<file path="src/rtl/signal_sel_sequencer_pkg.sv">
// Shared definitions for the signal select sequencer: FSM state encoding
// and the default select geometry of the four-source multiplexer.
package sig_seq_pkg;

  localparam logic [1:0] ST_IDLE  = 2'd0;
  localparam logic [1:0] ST_BLANK = 2'd1;
  localparam logic [1:0] ST_RUN   = 2'd2;

  localparam int NB_SEL_DEFAULT = 2;
  localparam int NUM_SOURCES    = 4;

endpackage

</file>
<file path="src/rtl/signal_sel_sequencer_cycle_counter.sv">
// Free-running up counter with synchronous clear and a terminal-count flag.
// Clear wins over enable so the owner can restart the count in the same
// cycle it would otherwise advance.
module cycle_counter #(
  parameter int               WIDTH    = 8,
  parameter logic [WIDTH-1:0] TERMINAL = '1
) (
  input  logic clk,
  input  logic rst_n,
  input  logic clear,
  input  logic enable,
  output logic at_terminal
);

  logic [WIDTH-1:0] count_reg;

  // Count register: clear has priority, otherwise advance when enabled.
  always_ff @(posedge clk or negedge rst_n) begin
    if (!rst_n) begin
      count_reg <= '0;
    end else if (clear) begin
      count_reg <= '0;
    end else if (enable) begin
      count_reg <= count_reg + WIDTH'(1);
    end
  end

  // Full-width compare so large terminal values are never truncated.
  assign at_terminal = (count_reg == TERMINAL);

endmodule

</file>
<file path="src/rtl/signal_sel_sequencer.sv">
// Select sequencer for the four-source signal generator/multiplexer.
// Auto mode scans the sources on a dwell timer (or on an i_next pulse);
// manual mode follows i_man_sel. Every select change is followed by a
// blanking window during which o_valid is low so the FIR capture discards
// the transient. All outputs are registered.
module signal_sel_sequencer
  import sig_seq_pkg::*;
#(
  parameter int                  NB_SEL       = NB_SEL_DEFAULT,
  parameter int                  NB_DWELL     = 24,
  parameter logic [NB_DWELL-1:0] DWELL_CYCLES = 24'd10_000_000,
  parameter int                  NB_BLANK     = 6,
  parameter logic [NB_BLANK-1:0] BLANK_CYCLES = 6'd32
) (
  input  logic              i_clock,
  input  logic              i_reset,
  input  logic              i_enable,
  input  logic              i_auto,
  input  logic [NB_SEL-1:0] i_man_sel,
  input  logic              i_next,
  output logic [NB_SEL-1:0] o_sel,
  output logic              o_valid,
  output logic              o_switch
);

  localparam logic [NB_DWELL-1:0] DWELL_LAST = DWELL_CYCLES - NB_DWELL'(1);
  localparam logic [NB_BLANK-1:0] BLANK_LAST = BLANK_CYCLES - NB_BLANK'(1);

  logic [1:0]        state_reg, state_next;
  logic [NB_SEL-1:0] sel_reg, sel_next;
  logic              valid_reg, valid_next;
  logic              switch_reg, switch_next;
  logic              auto_reg;

  logic in_run, in_blank;
  logic mode_toggle;
  logic dwell_done, blank_done;
  logic step_auto, step_man;
  logic dwell_clear, dwell_enable;
  logic blank_clear, blank_enable;

  assign in_run   = (state_reg == ST_RUN);
  assign in_blank = (state_reg == ST_BLANK);

  // A mode toggle in RUN costs one cycle: the dwell restarts and neither
  // mode may change the select until the new mode has settled.
  assign mode_toggle = (i_auto != auto_reg);

  // dwell_done and i_next are OR-ed into one step, so a coincidence
  // still advances the select by exactly one.
  assign step_auto = in_run &&  i_auto && !mode_toggle && (dwell_done || i_next);
  assign step_man  = in_run && !i_auto && !mode_toggle && (i_man_sel != sel_reg);

  assign dwell_enable = in_run && i_auto && !mode_toggle;
  assign dwell_clear  = !i_enable || !in_run || !i_auto || mode_toggle || step_auto;

  assign blank_enable = in_blank;
  assign blank_clear  = !i_enable || !in_blank || blank_done;

  cycle_counter #(
    .WIDTH    (NB_DWELL),
    .TERMINAL (DWELL_LAST)
  ) u_dwell (
    .clk         (i_clock),
    .rst_n       (i_reset),
    .clear       (dwell_clear),
    .enable      (dwell_enable),
    .at_terminal (dwell_done)
  );

  cycle_counter #(
    .WIDTH    (NB_BLANK),
    .TERMINAL (BLANK_LAST)
  ) u_blank (
    .clk         (i_clock),
    .rst_n       (i_reset),
    .clear       (blank_clear),
    .enable      (blank_enable),
    .at_terminal (blank_done)
  );

  // State register plus the previous-cycle mode used for toggle detection.
  always_ff @(posedge i_clock or negedge i_reset) begin
    if (!i_reset) begin
      state_reg <= ST_IDLE;
      auto_reg  <= 1'b0;
    end else begin
      state_reg <= state_next;
      auto_reg  <= i_auto;
    end
  end

  // Next-state logic; dropping enable returns to IDLE from any state.
  always_comb begin
    state_next = state_reg;
    if (!i_enable) begin
      state_next = ST_IDLE;
    end else begin
      case (state_reg)
        ST_IDLE:  state_next = ST_BLANK;
        ST_BLANK: if (blank_done) state_next = ST_RUN;
        ST_RUN:   if (step_auto || step_man) state_next = ST_BLANK;
        default:  state_next = ST_IDLE;
      endcase
    end
  end

  // Output decode: new select and switch pulse only on a RUN step, valid
  // only while the next state is RUN.
  always_comb begin
    sel_next    = sel_reg;
    switch_next = 1'b0;
    valid_next  = (state_next == ST_RUN);
    if (i_enable) begin
      if (step_auto) begin
        sel_next    = sel_reg + NB_SEL'(1);
        switch_next = 1'b1;
      end else if (step_man) begin
        sel_next    = i_man_sel;
        switch_next = 1'b1;
      end
    end
  end

  // Output registers so no input reaches an output combinationally.
  always_ff @(posedge i_clock or negedge i_reset) begin
    if (!i_reset) begin
      sel_reg    <= '0;
      valid_reg  <= 1'b0;
      switch_reg <= 1'b0;
    end else begin
      sel_reg    <= sel_next;
      valid_reg  <= valid_next;
      switch_reg <= switch_next;
    end
  end

  assign o_sel    = sel_reg;
  assign o_valid  = valid_reg;
  assign o_switch = switch_reg;

endmodule

</file>
<file path="config.mk">
export PLATFORM = sky130hd
export DESIGN_NAME = signal_sel_sequencer
export DESIGN_NICKNAME = d
export VERILOG_FILES = /design/src/rtl/signal_sel_sequencer_pkg.sv /design/src/rtl/signal_sel_sequencer_cycle_counter.sv /design/src/rtl/signal_sel_sequencer.sv
export SDC_FILE = /design/constraint.sdc
export NUM_CORES = 1
export LEC_CHECK = 0
export CORE_MARGIN = 1.5
export CORE_UTILIZATION = 35
export DETAILED_ROUTE_END_ITERATION = 6
export GPL_TIMING_DRIVEN = 0
export REMOVE_ABC_BUFFERS = 1
export SETUP_SLACK_MARGIN = 0.2
export SYNTH_ARGS = -nofsm -noshare
export SYNTH_HDL_FRONTEND = slang
export SYNTH_HIERARCHICAL = 1
export SYNTH_SLANG_ARGS = --single-unit
</file>
<file path="constraint.sdc">
create_clock -name i_clock -period 2.6 [get_ports i_clock]
set_input_delay 0.39 -clock i_clock [delete_from_list [all_inputs] [get_ports i_clock]]
set_output_delay 0.39 -clock i_clock [all_outputs]
set_load 0.01 [all_outputs]
</file>
==> impl_metrics.ini <==
[setup_path]
path_buf_inv = 0
crit_type = reg -> reg
path_cells = nand4b_1 > nor4b_2 > nand3_1 > nor3_4 > nor2_4 > nand3_4 > o211ai_4 > or3_4 > nor4_4 > mux2_4
critPathMaxStageDelay_ns = 0.43
cp.required_ns = 2.78
cp-start-kind = flop
worst_ep_arrival_time_ns = 2.80
worstPathMaxFanout = 5
crit_path_end_kind = flop
r2r_slack_ns = -0.02
crit_slowest_cell = or3_4
critical-path-top-delay-family = simple AND/OR/NAND/NOR gates

[sta]
max_freq_mhz = 382
setup_viol = 2
final_max_slew_viol_count = 0
fin_crit_ns = 2.62
tightest_slew_ns = 0.833
hold_viol_final = 0
rsz0062_at_grt = yes
clock-skew-final_ns = 0.00846
period_share_pct = 101
worst_slack_ns = -0.0209
relSlewSlack_pct = 44.5
whs_ns = 0.195

[synth]
synth_edf_count = 0
async_reset_ff_share_pct = 100
yosysWarnings = 6
synth_seq_cells = 37
ys.flop_type = dfrtp_1
ys_types = 47
syn-cell-area_um2 = 1970
avgSynthCellArea_um2 = 9.83
synthCells = 200
ys_seq_area_share_pct = 47.1

[floorplan]
die_area_um2 = 6080
die_h_um = 78.0
std_cell_rows = 27
dieWidth_um = 78.0
initial_utilization_pct = 35.9
ioPinCount = 11
core_area_um2 = 5470

[clock_tree]
clkTransAtPathRegs_ns = 0.08
clockBufferDepth = 2
cts_buffers = 5
htreeDepth = 2
clock_latency_ns = 0.30
cts_root_buf = clkbuf_8
hold_buffers = 0
cts_tree = yes
cts_sinks = 37

[power]
pwr-share-comb_pct = 4.4
clkPwrFrac_pct = 38.5
power_uw = 1020
p_sw_uw = 238
power_density_nw_per_um2 = 412
intPower_uw = 783
p_leak_uw = 0.000974
switching_share_pct = 23.3
max-vdd-ir-drop_v = 0.000267
sequentialPowerShare_pct = 57.2

[detailed_routing]
drt_iter0_markers = 114
wirelength_um = 4430
antenna_left = 0
post-route-drc-count = 0
wl_per_cell_um = 14.7
viasPerCell = 5.33
first_pass_iters = 4
vias = 1609

[layout]
drive_gt1_share_pct = 23.0
fillers = 551
finalInstanceArea_um2 = 2480
fin_nets = 238
synthToLayoutAreaGrowth_pct = 26.1
largest_reg_flops = 24
diodes = 0
post-route-util_pct = 45.3

[placement]
numPortBuffers = 10
dp_hpwl_um = 2460
placed_cell_area_um2 = 2110
gp_congestion = 0.749

[grt]
track_usage_pct = 15.3
grt_pass1_wl_um = 7290
grt_pass1_vias = 1505
grt_max_degree = 38
grt.overflow.total = 0
grt_antenna_before_repair = 0

[flow_run]
cap_violations = 0

[status]
violations = setup timing
status = complete, but fails checks

[hold_path]
holdCritPathClass = in -> async
==> final timing paths <==
check / start / to / cells after the start
max reg2reg: u_dwell/count_reg[13]$_DFFE_PN0P_ / u_dwell/count_reg[23]$_DFFE_PN0P_ / 10
max in group asynchronous: i_reset / u_dwell/count_reg[15]$_DFFE_PN0P_ / 1
min in group i_clock: u_blank/count_reg[5]$_DFFE_PN0P_ / u_blank/count_reg[5]$_DFFE_PN0P_ / 2
max: u_dwell/count_reg[13]$_DFFE_PN0P_ / u_dwell/count_reg[23]$_DFFE_PN0P_ / 10
min reg2reg: u_blank/count_reg[5]$_DFFE_PN0P_ / u_blank/count_reg[5]$_DFFE_PN0P_ / 2
min: i_reset / u_dwell/count_reg[23]$_DFFE_PN0P_ / 1
==> synthesized netlist by cell type (all sizes together), types with 2 or more instances <==
library cell | count | area [um^2]
nand2 | 11 | 41.3
o22ai | 2 | 12.5
nor4b | 3 | 32.5
xor2 | 8 | 70.1
inv | 5 | 18.8
and4 | 2 | 17.5
buf | 5 | 27.5
or4 | 5 | 37.5
o21ai | 6 | 33.8
clkbuf | 3 | 11.3
o31ai | 4 | 30.0
nor4 | 6 | 43.8
or3 | 4 | 25.0
mux2 | 5 | 56.3
nor2 | 26 | 97.6
dfrtp | 37 | 926
nand2b | 2 | 12.5
mux2i | 2 | 20.0
a21oi | 11 | 55.1
nand4 | 9 | 56.3
nor2b | 6 | 37.5
nand3 | 8 | 45.0
ha | 2 | 25.0
nor3 | 4 | 20.0
nand4b | 2 | 17.5
xnor2 | 8 | 70.1
==> per-layer routing <==
layer / routed length, um / global-route usage [%]
met5: 0 / 0
met4: 77 / 6.43
met3: 127 / 3.53
met2: 2020 / 22.9
met1: 2200 / 21.2
==> worst reg2reg max path: cells and delay by family, from the launching register on <==
family           cells  cell delay (ns)
AO/OA/AOI/OAI        1             0.11
flip-flops           1             0.41
multiplexers         1             0.32
AND/OR/NAND/NOR      8             1.68
==> cell families (layout without fill, tap and decap cells) <==
group / Yosys count / count (layout) / share of synthesized area, %
simple gates: 94 / 96 / 26.9
flops: 37 / 37 / 47.1
compound gates: 31 / 31 / 10.8
mux: 7 / 7 / 3.88
xor+xnor: 16 / 16 / 7.12
fa+ha+maj: 2 / 2 / 1.27
buf+inv: 13 / 41 / 2.93
==> through the flow <==
| step | TNS [ns] | cells | setup WS (ns) |
|---|---|---|---|
| 2_1_floorplan | -6.09 | 192 | -0.664 |
| 3_3_place_gp | -18.29 | 274 | -1.33 |
| 3_5_place_dp | -19.07 | 274 | -1.36 |
| 4_1_cts | -0.0377 | 293 | -0.0185 |
| 5_1_grt | -0.478 | 302 | -0.0954 |
| 6_report | -0.0418 | 302 | -0.0209 |
==> power by group through the flow <==
stage	clock (uW)	combinational [uW]	sequential [uW]
after CTS	403	43.7	584
after detailed placement	0	40.1	595
after global placement	0	41.1	595
after floorplan	0	12.5	595
after global routing	424	50.8	584
final	393	44.5	584
==> cells in the final DEF, fill, tap and decap left out, types with 5 or more instances in the layout <==
cell	netlist	layout
nand4_1	9	9
nor2b_1	6	6
buf_4	1	16
clkdlybuf4s50_1	0	9
xor2_1	8	8
nor2_1	26	25
xnor2_1	8	8
dfrtp_1	37	35
nand3_1	7	6
clkbuf_8	0	5
a21oi_1	11	10
nand2_1	11	11
inv_1	5	5
==> area by class of cell <==
cell class	instances	area (um^2)	share of cell area, %
Inverter	5	18.8	0.756
Clock inverter	2	10.0	0.403
Timing Repair Buffer	28	246	9.93
Clock buffer	6	72.6	2.92
Multi-Input combinational cell	152	1110	44.9
Tap cell	72	90.1	3.63
Sequential cell	37	928	37.4
==> timing repair <==
item	4_1_cts	5_1_grt
setup buffers	9	9
setup endpoints to repair	24	17
pin swaps	13	13
gates cloned	2	0
gates resized for setup	15	12
Power figures use the tool's default switching activity.
